==> src/rtl/cell_plotter.sv <==
// cell_plotter
//   Sits between the life simulation stage and vga_adapter. It takes
//   cell-change events over a valid/ready handshake and queues them in a
//   small FIFO. Each event becomes a CELL_SIZE x CELL_SIZE pixel square,
//   emitted row-major at one pixel per clock. On request it also sweeps the
//   whole 160x120 screen to black.
//
// Ports
//   clock, reset          system clock; asynchronous active-high reset
//   in_valid / in_ready   event handshake (in_ready = FIFO not full)
//   in_cell_x/y, in_colour  event payload: cell column/row and colour
//   clear_req             one-cycle pulse requesting a full-screen clear
//   x, y, colour, plot    registered pixel write to vga_adapter
//   busy                  FIFO non-empty, square/clear running, or clear pending
//   drop_err              sticky flag for accepted out-of-range events
module cell_plotter #(
  parameter int unsigned CELL_SIZE  = 4,
  parameter int unsigned GRID_W     = 40,
  parameter int unsigned GRID_H     = 30,
  parameter int unsigned FIFO_DEPTH = 8
) (
  input  logic       clock,
  input  logic       reset,
  input  logic       in_valid,
  output logic       in_ready,
  input  logic [7:0] in_cell_x,
  input  logic [7:0] in_cell_y,
  input  logic [2:0] in_colour,
  input  logic       clear_req,
  output logic [7:0] x,
  output logic [6:0] y,
  output logic [2:0] colour,
  output logic       plot,
  output logic       busy,
  output logic       drop_err
);

  localparam int unsigned AW = $clog2(FIFO_DEPTH);
  localparam int unsigned CW = (CELL_SIZE > 1) ? $clog2(CELL_SIZE) : 1;

  localparam logic [AW:0]   DEPTH_C  = (AW+1)'(FIFO_DEPTH);
  localparam logic [CW-1:0] CELL_MAX = CW'(CELL_SIZE - 1);
  localparam logic [7:0]    GRID_W_C = 8'(GRID_W);
  localparam logic [7:0]    GRID_H_C = 8'(GRID_H);
  localparam logic [7:0]    SCR_XMAX = 8'd159;
  localparam logic [6:0]    SCR_YMAX = 7'd119;

  typedef enum logic [1:0] {IDLE, PLOT, CLEAR} state_t;

  state_t state;

  // Event FIFO
  logic [7:0]    mem_x [FIFO_DEPTH];
  logic [7:0]    mem_y [FIFO_DEPTH];
  logic [2:0]    mem_c [FIFO_DEPTH];
  logic [AW-1:0] wr_ptr, rd_ptr;
  logic [AW:0]   count;
  logic          fifo_full, fifo_empty;

  logic accept, in_range, push, pop;

  // Square / sweep counters and latched square origin
  logic [CW-1:0] dx, dy, dx_nxt, dy_nxt;
  logic [7:0]    cx, cx_nxt;
  logic [6:0]    cy, cy_nxt;
  logic [7:0]    base_x, new_bx;
  logic [6:0]    base_y, new_by;

  logic clear_pend;
  logic sq_last, clr_last, boundary, go_clear;

  assign fifo_full  = (count == DEPTH_C);
  assign fifo_empty = (count == '0);

  assign in_ready = !reset && !fifo_full;
  assign accept   = in_valid && in_ready;
  assign in_range = (in_cell_x < GRID_W_C) && (in_cell_y < GRID_H_C);
  assign push     = accept && in_range;

  assign sq_last  = (dx == CELL_MAX) && (dy == CELL_MAX);
  assign clr_last = (cx == SCR_XMAX) && (cy == SCR_YMAX);

  // A boundary is any cycle where the FSM is free to pick new work: idle,
  // or the final pixel of a square or sweep. Pending clears win over pops.
  assign boundary = (state == IDLE) ||
                    (state == PLOT  && sq_last) ||
                    (state == CLEAR && clr_last);
  assign go_clear = boundary && clear_pend;
  assign pop      = boundary && !clear_pend && !fifo_empty;

  assign new_bx = 8'(mem_x[rd_ptr] * CELL_SIZE);
  assign new_by = 7'(mem_y[rd_ptr] * CELL_SIZE);

  assign busy = !fifo_empty || (state != IDLE) || clear_pend;

  always_comb begin
    dx_nxt = dx + 1'b1;
    dy_nxt = dy;
    if (dx == CELL_MAX) begin
      dx_nxt = '0;
      dy_nxt = dy + 1'b1;
    end
    cx_nxt = cx + 8'd1;
    cy_nxt = cy;
    if (cx == SCR_XMAX) begin
      cx_nxt = '0;
      cy_nxt = cy + 7'd1;
    end
  end

  // Storage has no reset; only the pointers and count define its contents.
  always_ff @(posedge clock) begin
    if (push) begin
      mem_x[wr_ptr] <= in_cell_x;
      mem_y[wr_ptr] <= in_cell_y;
      mem_c[wr_ptr] <= in_colour;
    end
  end

  always_ff @(posedge clock or posedge reset) begin
    if (reset) begin
      wr_ptr   <= '0;
      rd_ptr   <= '0;
      count    <= '0;
      drop_err <= 1'b0;
    end else begin
      if (push) wr_ptr <= wr_ptr + 1'b1;
      if (pop)  rd_ptr <= rd_ptr + 1'b1;
      case ({push, pop})
        2'b10:   count <= count + 1'b1;
        2'b01:   count <= count - 1'b1;
        default: count <= count;
      endcase
      if (accept && !in_range) drop_err <= 1'b1;
    end
  end

  always_ff @(posedge clock or posedge reset) begin
    if (reset) begin
      state      <= IDLE;
      clear_pend <= 1'b0;
      dx         <= '0;
      dy         <= '0;
      cx         <= '0;
      cy         <= '0;
      base_x     <= '0;
      base_y     <= '0;
      x          <= '0;
      y          <= '0;
      colour     <= '0;
      plot       <= 1'b0;
    end else begin
      // A request on the entry edge survives and yields one more clear.
      if (go_clear)  clear_pend <= 1'b0;
      if (clear_req) clear_pend <= 1'b1;

      if (go_clear) begin
        state  <= CLEAR;
        cx     <= '0;
        cy     <= '0;
        x      <= '0;
        y      <= '0;
        colour <= '0;
        plot   <= 1'b1;
      end else if (pop) begin
        state  <= PLOT;
        base_x <= new_bx;
        base_y <= new_by;
        dx     <= '0;
        dy     <= '0;
        x      <= new_bx;
        y      <= new_by;
        colour <= mem_c[rd_ptr];
        plot   <= 1'b1;
      end else if (boundary) begin
        state <= IDLE;
        plot  <= 1'b0;
      end else if (state == PLOT) begin
        dx <= dx_nxt;
        dy <= dy_nxt;
        x  <= base_x + 8'(dx_nxt);
        y  <= base_y + 7'(dy_nxt);
      end else begin
        cx <= cx_nxt;
        cy <= cy_nxt;
        x  <= cx_nxt;
        y  <= cy_nxt;
      end
    end
  end

endmodule

==> config.mk <==
export PLATFORM = sky130hd
export DESIGN_NAME = cell_plotter
export DESIGN_NICKNAME = d
export VERILOG_FILES = /design/src/rtl/cell_plotter.sv
export SDC_FILE = /design/constraint.sdc
export NUM_CORES = 1
export LEC_CHECK = 0
export BUFFER_PORTS_ARGS = -buffer_cell sky130_fd_sc_hd__buf_2
export CORE_ASPECT_RATIO = 1.25
export CORE_MARGIN = 2
export CORE_UTILIZATION = 45
export DETAILED_ROUTE_END_ITERATION = 16
export PLACE_DENSITY = 0.69
export REMOVE_ABC_BUFFERS = 1
export SYNTH_ARGS = -nofsm -noshare
export SYNTH_HDL_FRONTEND = slang
export SYNTH_SLANG_ARGS = --single-unit
==> constraint.sdc <==
create_clock -name clock -period 6.4 [get_ports clock]
set_input_delay 0.32 -clock clock [delete_from_list [all_inputs] [get_ports clock]]
set_output_delay 0.32 -clock clock [all_outputs]
set_load 0.02 [all_outputs]
* Word-level counts from Yosys, hierarchy flattened
Memories as Yosys holds them, arrays and structs flattened.
Index checks and enable logic that the tools add are counted.
** Word-level totals
- Memories kept :: 3
- Flip-flop bits (word level) :: 63
- Bits in writable memories :: 152
- Output and inout bits :: 22
** Operators by class
- Order comparisons :: 2
- Muxes and demuxes :: 39
- $add $sub $neg :: 10
- Equality and inequality tests :: 14
- Reductions and logical operators :: 32
- Bitwise logic cells :: 1
** Memory list
- mem_x :: words 8, bits a word 8, read ports 1, clocked after memory_dff 0, write ports 1, RTL line 53 : logic [7:0] mem_x [FIFO_DEPTH];
- mem_y :: words 8, bits a word 8, read ports 1, clocked after memory_dff 0, write ports 1, RTL line 54 : logic [7:0] mem_y [FIFO_DEPTH];
- mem_c :: words 8, bits a word 3, read ports 1, clocked after memory_dff 0, write ports 1, RTL line 55 : logic [2:0] mem_c [FIFO_DEPTH];
** Operators with widths (count)
- 2-to-1 mux 8 bit :: 9
- 2-to-1 mux 7 bit :: 9
- 2-to-1 mux 2 bit :: 11
- logical AND 1 bit :: 12
- nonzero test 2 bit :: 5
- adder 8 x 1 -> 8 bit (second input constant) :: 1
- adder 8 x 2 -> 8 bit :: 1
- equality test 2 bit (second input constant) :: 4
- equality test 8 bit (second input constant) :: 1
- < comparator 8 x 5 -> 1 bit (second input constant) :: 1
- < comparator 8 x 6 -> 1 bit (second input constant) :: 1
- one-hot mux 4 bit (2 select lines) :: 1
- adder 7 x 1 -> 7 bit (second input constant) :: 1
- adder 7 x 2 -> 7 bit :: 1
- equality test 7 bit (second input constant) :: 1
- 2-to-1 mux 1 bit :: 7
- adder 3 x 1 -> 3 bit (second input constant) :: 2
- 2-to-1 mux 3 bit :: 2
- AND reduction 3 bit :: 2
- logical NOT 1 bit :: 5
- adder 2 x 1 -> 2 bit (second input constant) :: 2
- adder 4 x 1 -> 4 bit (second input constant) :: 1
- equality test 2 x 1 -> 1 bit (second input constant) :: 2
- equality test 4 bit (second input constant) :: 1
- other kinds (10) :: 15

* Longest topological paths before layout
Gate-level depths: netlist of the first run.
- Word-level depth :: 9
- Mapped depth :: 13
- Depth with buffers taken out :: 11

* Worst setup path after synthesis of the first run
No wires, ideal clock.
- Path kind :: register to register
- Start point :: register cx[0]
- End point :: register count[2]
- Slack :: 3.237 ns
- Arrival time :: 3.032 ns
- Period minus slack after synthesis :: 3.163 ns
- Library setup time :: 0.132 ns
- Cell stages (with the launch flop) :: 13
- Cell sequence :: dfrtp_1 -> ha_1 -> nand4bb_1 -> or4_4 -> a211oi_4 -> buf_6 -> ha_1 -> xor2_1 -> ha_1 -> a21oi_1 -> xor2_1 -> nor2_1 -> xor2_1
** Between the ends
- Cells in the longest elaborated chain, start to end :: 8
** Ends and longest elaborated chain
- from (decl) :: RTL line 64 : logic [7:0] cx, cx_nxt;
- from (signal assigned) :: RTL line 184 : cx <= cx_nxt;
- equality test 8 bit * :: RTL line 81 : assign clr_last = (cx == SCR_XMAX) && (cy == SCR_YMAX);
- logical AND 1 bit * :: RTL line 81
- logical AND 1 bit * :: RTL line 87 : (state == CLEAR && clr_last);
- logical OR 1 bit * :: RTL line 86 : (state == PLOT && sq_last) ||
- logical AND 1 bit * (2 in series) :: RTL line 89 : assign pop = boundary && !clear_pend && !fifo_empty;
- net pop :: RTL line 60 : logic accept, in_range, push, pop;
- equality test 2 x 1 -> 1 bit or equality test 2 bit (tied branches) :: RTL line 129 : case ({push, pop})
- one-hot mux 4 bit (2 select lines) or nonzero test 2 bit (tied branches)
- to (signal assigned) :: RTL line 130 : 2'b10: count <= count + 1'b1;
- to (signal assigned) :: RTL line 131 : 2'b01: count <= count - 1'b1;
- to (signal assigned) :: RTL line 132 : default: count <= count;
- to (decl) :: RTL line 57 : logic [AW:0] count;
Mark *: on every way through the listed nets, which the timed path passes. The rest lies on a longest branch.
A chain may end at the register's enable or synchronous reset.

* Final worst setup path of the first run
- Start point :: register cx[0]
- End point :: register count[2]
** Between the ends
- Cells in the longest elaborated chain, start to end :: 8
** Ends and longest elaborated chain (RTL line)
- equality test 8 bit * :: 81
- logical AND 1 bit * :: 81
- logical AND 1 bit * :: 87
- logical OR 1 bit * :: 86
- logical AND 1 bit * (2 in series) :: 89
- equality test 2 x 1 -> 1 bit or equality test 2 bit (tied branches) :: 129
- one-hot mux 4 bit (2 select lines) or nonzero test 2 bit (tied branches)
Every way passes the cells marked *; elsewhere a longest branch is shown, timed or not.

==> impl_metrics.json, run 1 <==
{
  "synth_xor_area_share_pct": 1.53,
  "ys_seq_area_share_pct": 62.4,
  "min_path_type": "in -> reg",
  "yosys.area.top_type_share_pct": 42.5,
  "ys_types": 66,
  "path_clk_slew_ns": 0.07,
  "layout.nets": 656,
  "synthSimpleGateAreaFrac_pct": 9.07,
  "critical_path_buf_inv_count": 1,
  "fin_worst_skew_ns": 0.00767,
  "start_util_pct": 45.6,
  "power.leakage_nw": 3.24,
  "regArea_mm2": 0.00494,
  "placed_cell_area_mm2": 0.00836,
  "grt_max_degree": 64,
  "routed_wl_um": 17500,
  "routedWlPerCell_um": 20.4,
  "path_cells": "ha_1 > nand4bb_1 > or4_4 > a211oi_4 > buf_4 > ha_1 > xor2_1 > ha_1 > a21oi_1 > xor2_1 > nor2_1 > xor2_1",
  "portBuffers": 44,
  "num_io_pins": 45,
  "grt_pass1_wl_um": 27500,
  "irDropWorstVdd_mv": 0.196,
  "synth_compound_area_share_pct": 11.9,
  "critPathMaxFanout": 20,
  "synth.area.top_cells": "edfxtp_1 42%, dfrtp_1 20%, mux2i_1 4.8%",
  "finalCritPeriodShare_pct": 62.7,
  "overflow": 0,
  "period_minus_slack_ns": 4.01,
  "core-area_mm2": 0.0174,
  "tightest_slew_ns": 1.18,
  "row_count": 54,
  "multi_input_area_mm2": 0.00276,
  "drt-pass1-iter-count": 4,
  "fin_util_pct": 51.5,
  "place_congestion": 0.893,
  "setup_viol": 0,
  "power_density_mw_per_mm2": 330,
  "drv_cap": 0,
  "dieArea_mm2": 0.0187,
  "final_cell_area_mm2": 0.00894,
  "postRouteAntennaNets": 0,
  "grt_pass1_vias": 4975,
  "fp.dieH_um": 152,
  "crit_path_start_kind": "register",
  "rsz0062_at_grt": "false",
  "async_reset_ff_share_pct": 36.0,
  "fillerInstances": 1448,
  "hpwl_um": 11500,
  "layout-drive-gt1-share_pct": 20.8,
  "cts_tree": "yes",
  "critical_path_arrival_ns": 4.31,
  "initialDrtViolationCount": 320,
  "dp_slack_ns": 2.42,
  "slew_headroom_pct": 20.8,
  "cts_sinks": 175,
  "hold_buffers": 0,
  "end_kind": "register",
  "yosysTopAreaCell": "edfxtp_1",
  "synth_warnings": 0,
  "synth_top_family_by_area": "compound AO/OA/AOI/OAI gates",
  "max_freq_mhz": 249,
  "antenna_found_initial": 0,
  "synth-seq-cells": 175,
  "cp_top_family": "simple AND/OR/NAND/NOR gates",
  "critPathMaxStageDelay_ns": 0.82,
  "crit_type": "reg -> reg",
  "insertion_delay_ns": 0.43,
  "synth_area_per_cell_um2": 13.4,
  "diodes": 0,
  "yosysMostFrequentCell": "edfxtp_1",
  "hold_ws_ns": 0.0679,
  "post_cts_buffers": 0,
  "numCtsBuffers": 17,
  "synthAdderAreaFrac_pct": 1.42,
  "via_per_inst": 5.84,
  "root_buffer": "clkbuf_16",
  "htree_levels": 4,
  "status": "finished, final reports clean",
  "synth_cells": 590,
  "ys.flop_type": "edfxtp_1",
  "gr-usage-all-layers_pct": 19.5,
  "cts_max_path_buffers": 2,
  "vias": 5021,
  "maxSlewViolCount": 0,
  "die_w_um": 123,
  "synth-edff-count": 112,
  "synthesis.area_mm2": 0.00792,
  "drc": 0,
  "synthMuxAreaShare_pct": 10.5,
  "area_growth_pct": 12.9,
  "cpMaxStageDelayCell": "or4_4",
  "synth_commonest_cells": "112 x edfxtp_1, 63 x dfrtp_1, 38 x mux2i_1",
  "tns_ns": 0,
  "hold_violations": 0,
  "ctsResizeCount": 0,
  "timing.final.ws_setup_ns": 2.39,
  "crit_required_ns": 6.70
}
[through the flow]
stage | std cells | power (mW)
2_1_floorplan | 554 | 1.75
3_3_place_gp | 829 | 1.92
3_5_place_dp | 829 | 1.94
4_1_cts | 860 | 2.97
5_1_grt | 860 | 3.07
6_report | 860 | 2.95
[cell families after synthesis]
group / Yosys count
AO/OA/AOI/OAI: 130
buffers and inverters: 63
adder cells (fa/ha/maj): 9
flip-flops: 175
XOR/XNOR: 13
AND/OR/NAND/NOR: 129
multiplexers: 71
[layout make-up]
cell class | instances | share of cell area (%)
sequential | 175 | 55.3
multi-input combinational | 352 | 30.9
clock buffer | 17 | 4.76
tap | 224 | 3.13
timing repair buffer | 51 | 3.05
clock inverter | 14 | 1.76
inverter | 27 | 1.13
[where the power goes]
part / internal [mW] / switching [mW] / leakage, nW / total (mW)
clock network: 0.582 / 0.450 / 0.288 / 1.03
logic: 0.211 / 0.292 / 1.13 / 0.503
registers: 1.29 / 0.125 / 1.83 / 1.42
total: 2.09 / 0.868 / 3.24 / 2.95
[final timing paths]
kind,start,to,slack (ns),cells after the start
max,cx[0],count[2],2.39,12
min,clear_req,clear_pend,0.07,2
max reg2reg,cx[0],count[2],2.39,12
min reg2reg,drop_err,drop_err,0.51,1
max in group asynchronous,reset,rd_ptr[2],5.66,3
min in group asynchronous,reset,wr_ptr[1],0.12,3
[flip-flops by register name, summed over array words and instances (netlist names), 3 cells and up]
register / cells
cx: 8
wr_ptr: 3
rd_ptr: 3
mem_c: 24
x: 8
base_y: 5
y: 7
mem_x: 48
mem_y: 40
base_x: 6
colour: 3
count: 4
cy: 7
[per-layer routing]
layer  wire [um]  GRT usage [%]  vias to the layer above  part of all wire, %
li1            -              -                     2355                    -
met1        7370           24.1                     2514                   42
met2        9010           32.9                      123                   51
met3         700           3.89                       29                  4.0
met4         422           8.48                        0                  2.4
met5           0              0                        -                    0
[worst register-to-register path, delay by kind of cell, from the launching register on]
family | cells | cell delay [ns]
simple gates | 3 | 1.35
xor+xnor | 3 | 0.42
buf+inv | 1 | 0.32
fa+ha+maj | 3 | 0.89
flops | 1 | 0.47
compound gates | 2 | 0.45
[layout by cell type, fill, tap and decap left out, types with 10 or more instances in the layout]
master     netlist  final
edfxtp_1       112    112
clkbuf_16        0     17
nor3_1          12     10
o21ai_0         17     17
o22a_1          10     10
dfrtp_1         63     62
nand4_1         11     11
buf_2            9     44
inv_1           27     26
a22oi_1         10     10
a21oi_1         15     15
o211ai_1        12     12
nor2_1          16     10
mux2i_1         38     38
mux2_2          26     26
nand2_1         32     32
Power figures use the tool's default switching activity.
==> inputs of run 2 (changes only) <==
==> constraint.sdc (replaced) <==
create_clock -name clock -period 3.8 [get_ports clock]
set_input_delay 0.19 -clock clock [delete_from_list [all_inputs] [get_ports clock]]
set_output_delay 0.19 -clock clock [all_outputs]
set_load 0.02 [all_outputs]
==> impl_metrics.json, run 2 (synthesis gave the netlist of run 1 again) <==
{
  "status": "finished, final reports clean",
  "period_minus_slack_ns": 3.40,
  "rsz0062_at_grt": "false",
  "r2r.worst_path.cells": 10,
  "setup_viol": 0,
  "grt_max_degree": 39,
  "htree_levels": 4,
  "grtUsageMet2_pct": 33.2,
  "postRouteAntennaNets": 0,
  "largest_reg_flops": 48,
  "root_buffer": "clkbuf_16",
  "cts_max_path_buffers": 2,
  "hold_violations": 0,
  "final_cell_area_mm2": 0.00905,
  "dieArea_mm2": 0.0187,
  "routed_wl_um": 17800,
  "reg2reg_slack_ns": 0.40,
  "fp.dieH_um": 152,
  "critPathMaxFanout": 20,
  "gr-usage-met3_pct": 4.04,
  "min_path_type": "in -> reg",
  "hpwl_um": 11900,
  "vias": 5180,
  "layout.nets": 671,
  "numCtsBuffers": 17,
  "use_met1_pct": 24.9,
  "cts_sinks": 175,
  "overflow": 0,
  "drc": 0,
  "area_growth_pct": 14.3,
  "path_clk_slew_ns": 0.07,
  "place_congestion": 0.898,
  "start_util_pct": 45.6,
  "post_cts_buffers": 0,
  "grt_pass1_vias": 5195,
  "initialDrtViolationCount": 495,
  "crit_type": "reg -> reg",
  "most-common-layout-cells": "112 x edfxtp_1, 62 x dfrtp_1, 44 x buf_2",
  "critical_path_arrival_ns": 3.71,
  "insertion_delay_ns": 0.43,
  "portBuffers": 44,
  "layout_commonest_cell": "edfxtp_1",
  "regMostFlops": "mem_x",
  "tns_ns": 0,
  "antenna_found_initial": 0,
  "grt_pass1_wl_um": 27900,
  "reg2reg_to": "count[3]",
  "finalCritPeriodShare_pct": 89.5,
  "end_kind": "register",
  "tightest_slew_ns": 1.26,
  "power.leakage_nw": 3.32,
  "fin_util_pct": 52.1,
  "irDropWorstVdd_mv": 0.247,
  "fin_worst_skew_ns": 0.00974,
  "gr-usage-all-layers_pct": 19.9,
  "placed_cell_area_mm2": 0.00844,
  "drv_cap": 0,
  "max_freq_mhz": 294,
  "rr_startpoint": "cx[0]",
  "fillerInstances": 1448,
  "dp_slack_ns": 0.436,
  "power_density_mw_per_mm2": 548,
  "core-area_mm2": 0.0174,
  "num_io_pins": 45,
  "hold_ws_ns": 0.0235,
  "top_usage_layer": "met2",
  "cts_tree": "yes",
  "layout-drive-gt1-share_pct": 21.5,
  "crit_required_ns": 4.11,
  "row_count": 54,
  "diodes": 0,
  "via_per_inst": 5.91,
  "slew_headroom_pct": 15.5,
  "timing.final.ws_setup_ns": 0.401,
  "drt-pass1-iter-count": 5,
  "crit_end": "count[3]",
  "maxSlewViolCount": 0,
  "worstSetupStartpoint": "cx[0]",
  "top_regs": "mem_x (48), mem_y (40), mem_c (24)",
  "crit_path_start_kind": "register",
  "routedWlPerCell_um": 20.4,
  "die_w_um": 123
}
[run 2: layer usage]
layer / share of wire [%] / vias up
met5: 0 / -
met4: 2.9 / 0
met1: 41 / 2595
met2: 52 / 167
met3: 4.6 / 38
li1: - / 2380
[run 2: through the flow]
stage,total power [mW],instances
finish,4.96,876
global route,5.15,876
CTS,4.97,876
detailed placement,3.27,842
global placement,3.25,842
floorplan,2.95,554
[run 2: how the worst min path moves through the flow]
| stage | startpoint | to | slack (ns) | cells after the start |
|---|---|---|---|---|
| final | in_colour[1] | mem_c[2][1] | 0.02 | 1 |
| after global routing | in_colour[1] | mem_c[6][1] | 0.02 | 1 |
| after CTS | in_cell_y[0] | mem_y[4][0] | 0.02 | 1 |
| after detailed placement | clear_req | clear_pend | 0.37 | 2 |
| after global placement | clear_req | clear_pend | 0.37 | 2 |
| after floorplan | clear_req | clear_pend | 0.28 | 1 |
[run 2: area by class of cell]
cell class / count / area [um^2] / share of cell area (%)
clock buffer: 17 / 425 / 4.70
clock inverter: 15 / 163 / 1.80
inverter: 27 / 101 / 1.12
multi-input combinational: 352 / 2750 / 30.4
sequential: 175 / 4940 / 54.6
tap: 224 / 280 / 3.10
timing repair buffer: 66 / 390 / 4.31
[run 2: worst max-delay path, cell delays in order (launching register included)]
cell       delay, ns
dfrtp_1         0.47
ha_1            0.33
nand4bb_1       0.21
or4_4           0.72
a211oi_4        0.33
buf_4           0.24
ha_1            0.25
nand2b_1        0.08
a211oi_1        0.34
nor3_1          0.12
nand3b_1        0.18
[run 2: timing repair]
| item | in CTS | in global routing |
|---|---|---|
| hold buffers | 2 | 0 |
| gates resized for setup | 0 | 0 |
| endpoints found under the hold margin | 38 | 0 |
[run 2: power breakdown]
group | internal (mW) | switching (mW) | total [mW]
clock | 0.884 | 0.826 | 1.71
sequential | 2.18 | 0.211 | 2.39
combinational | 0.360 | 0.504 | 0.864
==> inputs of run 3 (changes only) <==
--- a/config.mk
+++ b/config.mk
@@ -6,11 +6,10 @@
 export NUM_CORES = 1
 export LEC_CHECK = 0
 export BUFFER_PORTS_ARGS = -buffer_cell sky130_fd_sc_hd__buf_2
-export CORE_ASPECT_RATIO = 1.25
 export CORE_MARGIN = 2
-export CORE_UTILIZATION = 45
+export CORE_UTILIZATION = 58
 export DETAILED_ROUTE_END_ITERATION = 16
-export PLACE_DENSITY = 0.69
+export PLACE_DENSITY = 0.83
 export REMOVE_ABC_BUFFERS = 1
 export SYNTH_ARGS = -nofsm -noshare
 export SYNTH_HDL_FRONTEND = slang
==> impl_metrics.json, run 3 (synthesis gave the netlist of run 1 again) <==
{
  "status": "finished, final reports clean",
  "row_count": 42,
  "dp_slack_ns": 0.500,
  "start_util_pct": 59.6,
  "num_io_pins": 45,
  "grt_max_degree": 33,
  "fin_cells": 826,
  "root_buffer": "clkbuf_16",
  "drt-pass1-iter-count": 5,
  "area_growth_pct": 12.7,
  "fin_worst_skew_ns": 0.00880,
  "crit_required_ns": 4.10,
  "ctsResizeCount": 0,
  "p_sw_mw": 1.39,
  "portBuffers": 44,
  "rsz0062_at_grt": "false",
  "top_regs": "mem_x (48), mem_y (40), mem_c (24)",
  "largest_reg_flops": 48,
  "cts_max_path_buffers": 2,
  "vias": 5195,
  "diodes": 0,
  "cts_tree": "yes",
  "regMostFlops": "mem_x",
  "finalCritPeriodShare_pct": 87.9,
  "fp.dieH_um": 121,
  "antenna_found_initial": 0,
  "crit_type": "reg -> reg",
  "dieArea_mm2": 0.0146,
  "switching_share_pct": 28.9,
  "critPathMaxFanout": 20,
  "multi_input_area_mm2": 0.00273,
  "initialDrtViolationCount": 455,
  "irDropWorstVdd_mv": 0.372,
  "place_congestion": 0.910,
  "path_clk_slew_ns": 0.06,
  "critPathMaxStageDelay_ns": 0.82,
  "postRouteAntennaNets": 0,
  "max_freq_mhz": 299,
  "end_kind": "register",
  "grt_pass1_wl_um": 27900,
  "insertion_delay_ns": 0.42,
  "period_minus_slack_ns": 3.34,
  "drc": 0,
  "overflow": 0,
  "pwr-share-clk_pct": 33.3,
  "cp_common_cell": "xor2_1",
  "gr-usage-all-layers_pct": 25.4,
  "place_inst": 793,
  "routedWlPerCell_um": 21.2,
  "die_w_um": 121,
  "most-common-layout-cells": "112 x edfxtp_1, 62 x dfrtp_1, 44 x buf_2",
  "routed_wl_um": 17500,
  "reg2reg_slack_ns": 0.46,
  "numCtsBuffers": 17,
  "layout_commonest_cell": "edfxtp_1",
  "cts_sinks": 175,
  "p_seq_share_pct": 49.2,
  "drv_cap": 0,
  "core-area_mm2": 0.0133,
  "crit_path_start_kind": "register",
  "fin_util_pct": 67.1,
  "slew_headroom_pct": 42.2,
  "tightest_slew_ns": 0.864,
  "setup_viol": 0,
  "power.leakage_nw": 3.30,
  "layout.nets": 670,
  "layout-drive-gt1-share_pct": 20.6,
  "cpMaxStageDelayCell": "or4_4",
  "maxSlewViolCount": 0,
  "grt_pass1_vias": 5212,
  "fillerInstances": 940,
  "via_per_inst": 6.29,
  "min_path_type": "in -> reg",
  "timing.final.ws_setup_ns": 0.460,
  "hold_violations": 0,
  "finalPower_mw": 4.82,
  "tns_ns": 0,
  "hpwl_um": 11500,
  "intPower_mw": 3.43,
  "htree_levels": 4,
  "regArea_mm2": 0.00494,
  "path_cells": "nand4_1 > or4_4 > a211oi_4 > ha_1 > xor2_1 > ha_1 > a21oi_1 > xor2_1 > nor2_1 > xor2_1",
  "critical_path_arrival_ns": 3.64,
  "combPwrFrac_pct": 17.5,
  "power_density_mw_per_mm2": 541
}
## run 3: changes by cell type in the layout (fill, tap and decap cells not counted)
cell | before | now
buf_4 | 20 | 19
clkinv_1 | 0 | 4
nor4_4 | 1 | 0
inv_6 | 4 | 2
clkinvlp_4 | 0 | 1
nor3_4 | 1 | 0
nor4_2 | 1 | 2
nor3_2 | 1 | 2
clkinv_2 | 1 | 2
inv_8 | 5 | 1
clkinv_4 | 2 | 3
clkinv_8 | 3 | 0
bufinv_16 | 0 | 1
## run 3: final timing paths
| path | from | depth (start not counted) | end |
|---|---|---|---|
| min in group asynchronous | reset | 3 | cy[3] |
| worst min register to register | drop_err | 1 | drop_err |
| worst max register to register | cx[4] | 10 | count[2] |
| worst min-delay path | in_colour[2] | 1 | mem_c[7][2] |
| max in group asynchronous | reset | 4 | cx[0] |
| worst max-delay path | cx[4] | 10 | count[2] |
## run 3: layout make-up
| type | count | share of cell area [%] |
|---|---|---|
| flip-flops and latches | 175 | 55.4 |
| multi-input cells | 352 | 30.6 |
| clock buffers | 17 | 4.77 |
| repair buffers | 65 | 4.29 |
| well taps | 176 | 2.47 |
| clock inverters | 14 | 1.32 |
| inverters | 27 | 1.14 |
## run 3: stage by stage
| step | hold slack, ns | cell area (um^2) |
|---|---|---|
| after global placement | 0.347 | 8360 |
| after floorplan | 0.282 | 7760 |
| after CTS | 0.0107 | 8920 |
| after detailed placement | 0.354 | 8360 |
| final | 0.0306 | 8920 |
| after global routing | 0.0380 | 8920 |
## run 3: timing repair
action	4_1_cts	5_1_grt
endpoints found under the hold margin	32	0
hold buffers	2	0
setup buffers	0	0
## run 3: critical path, delay by kind of cell, from the launching register on
kind	cells	cell delay [ns]
compound gates	2	0.48
xor+xnor	3	0.40
fa+ha+maj	2	0.52
flops	1	0.49
simple gates	3	1.31
## run 3: power groups by stage
stage	combinational (mW)	clock, mW	sequential [mW]
5_1_grt	0.930	1.70	2.40
4_1_cts	0.843	1.63	2.37
2_1_floorplan	0.533	0	2.42
3_3_place_gp	0.813	0	2.40
6_report	0.843	1.61	2.37
3_5_place_dp	0.832	0	2.41
## run 3: routing by layer
metal | vias up | GRT usage [%] | share of wire (%)
met5 | - | 0 | 0
met4 | 0 | 8.87 | 1.8
met3 | 26 | 4.70 | 4.8
met2 | 187 | 41.7 | 51
met1 | 2602 | 34.1 | 43
li1 | 2380 | - | -
